File: src/rtl/regfile_wb_arbiter_if.sv
// Writeback request/grant bundle shared by all writeback sources and the arbiter.
// Sources drive valid/rd/data and keep them stable until they see ready.
interface regfile_wb_arbiter_if #(
  parameter int unsigned NumWbUnits = 4,
  parameter int unsigned DataWidth  = 32,
  parameter int unsigned AddrWidth  = 5
);
  logic [NumWbUnits-1:0]                wb_valid;
  logic [NumWbUnits-1:0][AddrWidth-1:0] wb_rd;
  logic [NumWbUnits-1:0][DataWidth-1:0] wb_data;
  logic [NumWbUnits-1:0]                wb_ready;

  modport master (
    output wb_valid,
    output wb_rd,
    output wb_data,
    input  wb_ready
  );

  modport slave (
    input  wb_valid,
    input  wb_rd,
    input  wb_data,
    output wb_ready
  );
endinterface

File: src/rtl/regfile_wb_arbiter.sv
// Round-robin arbiter sharing the single register-file write port among writeback
// sources. The winner is registered into a one-entry stage; x0 writes are consumed.
module regfile_wb_arbiter #(
  parameter int unsigned NumWbUnits = 4,
  parameter int unsigned DataWidth  = 32,
  parameter int unsigned AddrWidth  = 5
) (
  input  logic                 clk_i,
  input  logic                 rst_ni,
  input  logic                 wb_hold_i,
  regfile_wb_arbiter_if.slave  wb,
  output logic [AddrWidth-1:0] rf_rd_addr_o,
  output logic [DataWidth-1:0] rf_new_data_o,
  output logic                 rf_commit_o,
  output logic [15:0]          x0_drop_cnt_o
);

  localparam int unsigned PtrW = (NumWbUnits > 1) ? $clog2(NumWbUnits) : 1;

  logic [PtrW-1:0]       rr_ptr_q, rr_ptr_d;
  logic [PtrW-1:0]       gnt_idx;
  logic [PtrW-1:0]       scan_idx;
  logic [NumWbUnits-1:0] gnt;
  logic                  gnt_any;
  int unsigned           scan;

  logic [AddrWidth-1:0]  sel_rd;
  logic [DataWidth-1:0]  sel_data;

  logic                  commit_q, commit_d;
  logic [AddrWidth-1:0]  addr_q, addr_d;
  logic [DataWidth-1:0]  data_q, data_d;
  logic [15:0]           cnt_q, cnt_d;

  // Grant depends only on valid, pointer and hold; rd/data never feed ready.
  always_comb begin
    gnt      = '0;
    gnt_any  = 1'b0;
    gnt_idx  = '0;
    scan     = 0;
    scan_idx = '0;
    if (!wb_hold_i) begin
      for (int unsigned off = 0; off < NumWbUnits; off++) begin
        scan = 32'(rr_ptr_q) + off;
        if (scan >= NumWbUnits) begin
          scan = scan - NumWbUnits;
        end
        scan_idx = PtrW'(scan);
        if (!gnt_any && wb.wb_valid[scan_idx]) begin
          gnt[scan_idx] = 1'b1;
          gnt_any       = 1'b1;
          gnt_idx       = scan_idx;
        end
      end
    end
  end

  assign wb.wb_ready = rst_ni ? gnt : '0;

  assign sel_rd   = wb.wb_rd[gnt_idx];
  assign sel_data = wb.wb_data[gnt_idx];

  always_comb begin
    rr_ptr_d = rr_ptr_q;
    commit_d = 1'b0;
    addr_d   = addr_q;
    data_d   = data_q;
    cnt_d    = cnt_q;
    if (gnt_any) begin
      rr_ptr_d = (gnt_idx == PtrW'(NumWbUnits - 1)) ? '0 : gnt_idx + 1'b1;
      if (sel_rd != '0) begin
        commit_d = 1'b1;
        addr_d   = sel_rd;
        data_d   = sel_data;
      end else if (cnt_q != 16'hFFFF) begin
        cnt_d = cnt_q + 16'd1;
      end
    end
  end

  always_ff @(posedge clk_i or negedge rst_ni) begin
    if (!rst_ni) begin
      rr_ptr_q <= '0;
      commit_q <= 1'b0;
      addr_q   <= '0;
      data_q   <= '0;
      cnt_q    <= '0;
    end else begin
      rr_ptr_q <= rr_ptr_d;
      commit_q <= commit_d;
      addr_q   <= addr_d;
      data_q   <= data_d;
      cnt_q    <= cnt_d;
    end
  end

  assign rf_commit_o   = commit_q;
  assign rf_rd_addr_o  = addr_q;
  assign rf_new_data_o = data_q;
  assign x0_drop_cnt_o = cnt_q;

endmodule
File: src/flat_wrapper.sv
// flat-port wrapper written by rule: the top's interface ports become plain ports
module regfile_wb_arbiter_flat 
#(
  parameter int unsigned NumWbUnits = 4,
  parameter int unsigned DataWidth  = 32,
  parameter int unsigned AddrWidth  = 5
)
  (clk_i, rst_ni, wb_hold_i, rf_rd_addr_o, rf_new_data_o, rf_commit_o, x0_drop_cnt_o, wb_wb_valid, wb_wb_rd, wb_wb_data, wb_wb_ready);
  regfile_wb_arbiter_if #(.NumWbUnits(NumWbUnits), .DataWidth(DataWidth), .AddrWidth(AddrWidth)) wb_i ();
  input  logic clk_i;
  input  logic rst_ni;
  input  logic wb_hold_i;
  output logic [AddrWidth-1:0] rf_rd_addr_o;
  output logic [DataWidth-1:0] rf_new_data_o;
  output logic rf_commit_o;
  output logic [15:0] x0_drop_cnt_o;
  input wire logic [$bits(wb_i.wb_valid)-1:0] wb_wb_valid;
  input wire logic [$bits(wb_i.wb_rd)-1:0] wb_wb_rd;
  input wire logic [$bits(wb_i.wb_data)-1:0] wb_wb_data;
  output wire logic [$bits(wb_i.wb_ready)-1:0] wb_wb_ready;
  assign wb_i.wb_valid = wb_wb_valid;
  assign wb_i.wb_rd = wb_wb_rd;
  assign wb_i.wb_data = wb_wb_data;
  assign wb_wb_ready = wb_i.wb_ready;
  regfile_wb_arbiter #(.NumWbUnits(NumWbUnits), .DataWidth(DataWidth), .AddrWidth(AddrWidth)) u_core (.clk_i(clk_i), .rst_ni(rst_ni), .wb_hold_i(wb_hold_i), .wb(wb_i), .rf_rd_addr_o(rf_rd_addr_o), .rf_new_data_o(rf_new_data_o), .rf_commit_o(rf_commit_o), .x0_drop_cnt_o(x0_drop_cnt_o));
endmodule
File: config.mk
export PLATFORM = sky130hd
export DESIGN_NAME = regfile_wb_arbiter_flat
export DESIGN_NICKNAME = d
export VERILOG_FILES = /design/src/rtl/regfile_wb_arbiter_if.sv /design/src/rtl/regfile_wb_arbiter.sv /design/src/flat_wrapper.sv
export SDC_FILE = /design/constraint.sdc
export NUM_CORES = 1
export LEC_CHECK = 0
export CORE_MARGIN = 2
export CORE_UTILIZATION = 28
export DETAILED_ROUTE_END_ITERATION = 6
export GPL_ROUTABILITY_DRIVEN = 1
export GPL_TIMING_DRIVEN = 0
export PLACE_DENSITY_LB_ADDON = 0.15
export SYNTH_ARGS = -nofsm -noshare
export SYNTH_HDL_FRONTEND = slang
export SYNTH_SLANG_ARGS = --single-unit
File: constraint.sdc
create_clock -name clk_i -period 4.73 [get_ports clk_i]
set_input_delay 1.419 -clock clk_i [delete_from_list [all_inputs] [get_ports clk_i]]
set_output_delay 1.419 -clock clk_i [all_outputs]
set_load 0.02 [all_outputs]
### After elaboration in Yosys (flattened, before gate mapping)

Index checks and enable logic that the tools add are counted.

| word-level totals | value |
|---|---|
| register bits | 56 |
| bits of input ports | 155 |

| cells by class | value |
|---|---|
| muxes and demuxes | 53 |
| bitwise gates (word level) | 4 |
| reduce and logical (&&, ||, !) cells | 13 |
| equal/unequal tests | 2 |
| add/subtract/negate cells | 9 |
| magnitude comparators | 13 |

Operator list:

| operator | count |
|---|---|
| binary-select mux 32 bit (select 2 bit) | 1 |
| 2-to-1 mux 4 bit | 9 |
| 2-to-1 mux 32 bit | 1 |
| 2-to-1 mux 2 bit | 14 |
| 2-to-1 mux 1 bit | 18 |
| adder 16 x 1 -> 16 bit (second input constant) | 1 |
| inequality test 16 bit (second input constant) | 1 |
| < comparator 2 x 3 -> 1 bit (second input constant) | 5 |
| OR 4 bit | 3 |
| binary-select mux 5 bit (select 2 bit) | 1 |
| greater-or-equal comparator 3 bit (second input constant) | 3 |
| binary-select mux 1 bit (select 2 bit) | 4 |
| demux 1 bit (select 2 bit) | 4 |
| greater-or-equal comparator 2 x 1 -> 1 bit (second input constant) | 4 |
| subtractor 2 x 1 -> 2 bit (second input constant) | 4 |
| logical AND 1 bit | 7 |
| adder 2 x 2 -> 3 bit (second input constant) | 2 |
| 2-to-1 mux 5 bit | 1 |
| nonzero test 5 bit | 1 |
| adder 2 x 1 -> 3 bit (second input constant) | 1 |
| greater-or-equal comparator 2 x 3 -> 1 bit (second input constant) | 1 |
| logical NOT 1 bit | 3 |
| AND reduction 3 bit | 1 |
| adder 2 x 1 -> 2 bit (second input constant) | 1 |
| other kinds (3) | 3 |

### Longest topological paths before layout

| logic depth | value |
|---|---|
| depth after elaboration | 24 |
| mapped depth | 13 |
| gate-level depth less buffers | 10 |

### Least setup slack after synthesis

Ideal clock, no wire load.

| path | value |
|---|---|
| path type | input to output |
| start point | input wb_wb_valid[2] |
| end point | output wb_wb_ready[0] |
| buffers on the path | 0 |
| data arrival time | 2877 ps |
| cell stages on the path | 5 |
| data required time | 3311 ps |
| slack | 434 ps |
| path through | mux4_2 > or3_1 > nor2_1 > a221oi_1 > nor2_1 |

| between the ends | value |
|---|---|
| cells in the longest elaborated chain, start to end | 17 |
| elaborated cells between the ends (all ways) | 32 |
| those cells by class | 23 x mux; 3 x bitwise; 6 x reduce/logical |

Ends and longest elaborated chain:

| item | RTL line | source |
|---|---|---|
| from (decl) | flat_wrapper.sv:17 | `input wire logic [$bits(wb_i.wb_valid)-1:0] wb_wb_valid;` |
| binary-select mux 1 bit (select 2 bit) | regfile_wb_arbiter.sv:49 | `if (!gnt_any && wb.wb_valid[scan_idx]) begin` |
| 2-to-1 mux 1 bit (implied by the code) | regfile_wb_arbiter.sv:49 |  |
| 2-to-1 mux 1 bit | regfile_wb_arbiter.sv:49 |  |
| 2-to-1 mux 1 bit | regfile_wb_arbiter.sv:42 | `if (!wb_hold_i) begin` |
| logical NOT 1 bit | regfile_wb_arbiter.sv:49 |  |
| logical AND 1 bit | regfile_wb_arbiter.sv:49 |  |
| 2-to-1 mux 1 bit | regfile_wb_arbiter.sv:49 |  |
| 2-to-1 mux 1 bit | regfile_wb_arbiter.sv:42 |  |
| logical NOT 1 bit | regfile_wb_arbiter.sv:49 |  |
| logical AND 1 bit | regfile_wb_arbiter.sv:49 |  |
| 2-to-1 mux 1 bit | regfile_wb_arbiter.sv:49 |  |
| 2-to-1 mux 1 bit | regfile_wb_arbiter.sv:42 |  |
| logical NOT 1 bit | regfile_wb_arbiter.sv:49 |  |
| logical AND 1 bit | regfile_wb_arbiter.sv:49 |  |
| 2-to-1 mux 4 bit (*) | regfile_wb_arbiter.sv:49 |  |
| 2-to-1 mux 4 bit (*) | regfile_wb_arbiter.sv:42 |  |
| 2-to-1 mux 4 bit (*) | regfile_wb_arbiter.sv:58 | `assign wb.wb_ready = rst_ni ? gnt : '0;` |
| to (decl) | flat_wrapper.sv:20 | `output wire logic [$bits(wb_i.wb_ready)-1:0] wb_wb_ready;` |

Every way passes the cells marked *; elsewhere a longest branch is shown, timed or not. The select of a mux whose other input is x is not followed.

### Worst setup path in the final report

| path | value |
|---|---|
| start point | input wb_wb_valid[1] |
| end point | output wb_wb_ready[1] |

The elaborated chain is that of the path after synthesis.

==> metrics.cfg <==
[status]
status=complete, no violations

[critical_path]
crit_path_max_fanout=9
reg2reg_depth=15
cp-end-kind=output port
timing.rr.end=u_core.rf_new_data_o[25]
critPathArrivalTime_ns=3.21
worst-r2r-setup-slack_ns=0.42
worstPathRequired_ns=3.31
path_class=in -> out
worst_setup_path_start_kind=input port
timing.rr.start=u_core.rr_ptr_q[0]

[floorplan]
coreArea_um2=14000
pin_count=213
die-area_um2=15500
initial_utilization_pct=29.0
rows=43
die_h_um=124
die_w_um=124

[clock_tree]
cts_tree=built
root_buffer=clkbuf_16
cts_buffers=5
worstSkewPairLatency_ns=0.29
cts_num_sinks=56
cts.htree.levels=2
clockBufferDepth=2
clk_pin_slew_ns=0.08

[power]
switching_share_pct=42.2
p_seq_share_pct=22.1
pwr-share-comb_pct=66.2
powerDensity_nw_per_um2=547
peakVddDrop_mv=0.208
internal-power_mw=2.10
clkPwrFrac_pct=11.8
p_leak_nw=2.69
power_mw=3.64
p_switching_mw=1.54

[synthesis]
synth_edf_count=0
synth_cell_types=45
synth.most_common_cell=nand2_1
async_flop_share_pct=100
yosys.area_share.adder_pct=2.16
yosys.area_share.simple_pct=20.4
ys_seq_area_share_pct=34.6
synth_top_family_by_area=simple AND/OR/NAND/NOR gates
netlist_top_cells_count=nand2_1 (69), dfrtp_1 (56), and2_1 (34)
ys_seq_elements=56
synth_flop_cell=dfrtp_1
syn_inst=424
synthXorXnorAreaFrac_pct=3.89
synth_top_area_share_pct=34.6
netlist_area_um2=4060
synth-warning-count=0
yosysTopAreaCell=dfrtp_1
synth_nets=586
avgSynthCellArea_um2=9.56
synth_compound_area_share_pct=16.7
muxShareOfSynthArea_pct=17.7
synth_area_leaders=dfrtp_1 (35%), mux2_4 (9.6%), nand2_1 (6.4%)

[placement]
io_buffers=212
globalplace.congestion=0.857
dp_hpwl_um=10900
pre_cts_slack_ns=-0.733
dp_cells=817
placed_cell_area_um2=6420

[sta]
timing.fmax_mhz=216
grt_setup_unrepaired=true
setup_viol=0
maxSlewHeadroom_pct=52.0
finalMaxSlewViolations=0
fin_crit_sh_pct=97.8
final.setup.tns_ns=0
hold_viol=0
fin_skew_ns=0.00776
worst_pin_slew_ns=0.720
fin_crit_ns=4.63
layout_setup_ws_ns=0.103

[global_routing]
antenna_found_initial=0
grt_usage_pct=17.4
grt_max_degree=31
grt_pass1_wl_um=22100
first_global_vias=4321
grt-ovfl-total=0

[detailed_routing]
vias=4122
post_drt_wl_per_cell_um=16.6
ant_nets=0
routed_via_density=4.96
drcViolationCount=0
dr.pass1.iters=4
drt_iter0_drc=263
drt-total-wl_um=13800

[min_path]
hold_path_class=reg -> reg
holdPathEnd=u_core.x0_drop_cnt_o[14]
hold_start=u_core.x0_drop_cnt_o[14]
hold_path_depth=1

[final_layout]
layoutNonFillerInstCount=831
fillers=1377
diodes=0
final_nets=812
area_growth_pct=64.1
final_area_um2=6660
drive_gt1_share_pct=12.1

[flow_run]
timing.max_cap.violations=0

-- metrics by stage --
step	hold slack, ns	util (%)
4_1_cts	0.504	47.2
6_report	0.494	47.6
5_1_grt	0.530	47.6
3_5_place_dp	0.489	45.9
3_3_place_gp	0.482	45.8
2_1_floorplan	0.570	-
-- final cells by class --
type	count	area [µm²]	area share (%)
Timing Repair Buffer	219	2170	32.6
Multi-Input combinational cell	329	2500	37.6
Clock inverter	3	46.3	0.695
Buffer	31	156	2.35
Clock buffer	5	125	1.88
Inverter	8	30.0	0.451
Sequential cell	56	1400	21.1
Tap cell	180	225	3.38
-- worst max-delay path by stage --
stage               depth (start not counted)      startpoint        endpoint
floorplan                                   5  wb_wb_valid[2]  wb_wb_ready[0]
global placement                            4          rst_ni  wb_wb_ready[1]
detailed placement                          7  wb_wb_valid[2]  wb_wb_ready[1]
CTS                                         7  wb_wb_valid[2]  wb_wb_ready[0]
global route                                9  wb_wb_valid[2]  wb_wb_ready[1]
finish                                      7  wb_wb_valid[1]  wb_wb_ready[1]
-- power groups by stage --
stage                     clock network [mW]  logic, mW  registers, mW
after CTS                              0.444       2.38          0.806
after floorplan                            0       1.27           1.00
final                                  0.428       2.41          0.803
after detailed placement                   0       2.35          0.806
after global routing                   0.462       2.61          0.833
after global placement                     0       2.32          0.806
-- worst max-delay path, cell delays in order --
cell and delay [ns]:
dlygate4sd2_1 0.31, mux4_2 0.53, or3_4 0.42, nor2_4 0.13
a221oi_1 0.10, nor2_1 0.11, buf_2 0.18
-- routing by layer --
metal	up-vias	track usage, %	part of all wire [%]
met5	-	0	0
met4	0	4.43	1.8
met3	20	5.24	7.6
met2	155	30.8	49
met1	1952	20.6	42
li1	1995	-	-
-- placed cells by master, fill, tap and decap left out, drive strengths merged, types with 2 or more instances in the layout --
cell,Yosys,routed
a211o,2,2
a211oi,33,33
a221oi,4,4
a22o,2,2
a22oi,4,4
a31oi,33,33
and2,34,34
and3,13,13
and4,2,2
buf,10,22
clkbuf,21,26
clkdlybuf4s50,0,203
dfrtp,56,56
dlygate4sd2,0,4
ha,7,7
inv,8,9
mux2,33,33
mux2i,16,16
mux4,4,4
nand2,69,69
nand3,6,6
nand4,10,10
nor2,17,17
nor2b,2,2
nor3,2,2
o21ai,5,5
o41ai,2,2
xnor2,18,18
-- flip-flops by register name, indices dropped and copies added, names as in the netlist --
register              flops
u_core.rf_rd_addr_o       5
u_core.rr_ptr_q           2
u_core.x0_drop_cnt_o     16
u_core.rf_commit_o        1
u_core.rf_new_data_o     32
-- repair_timing --
item	in CTS	in global routing
resized for setup	22	6
buffers inserted	3	3
hold buffers	0	0
pin swaps	1	1
endpoints found under the setup margin	36	30
-- cell families after synthesis --
| group | count (synthesis) |
|---|---|
| XOR/XNOR | 18 |
| buffers and inverters | 39 |
| multiplexers | 53 |
| AO/OA/AOI/OAI | 89 |
| AND/OR/NAND/NOR | 162 |
| flip-flops | 56 |
| adder cells (fa/ha/maj) | 7 |
Power figures use the tool's default switching activity.
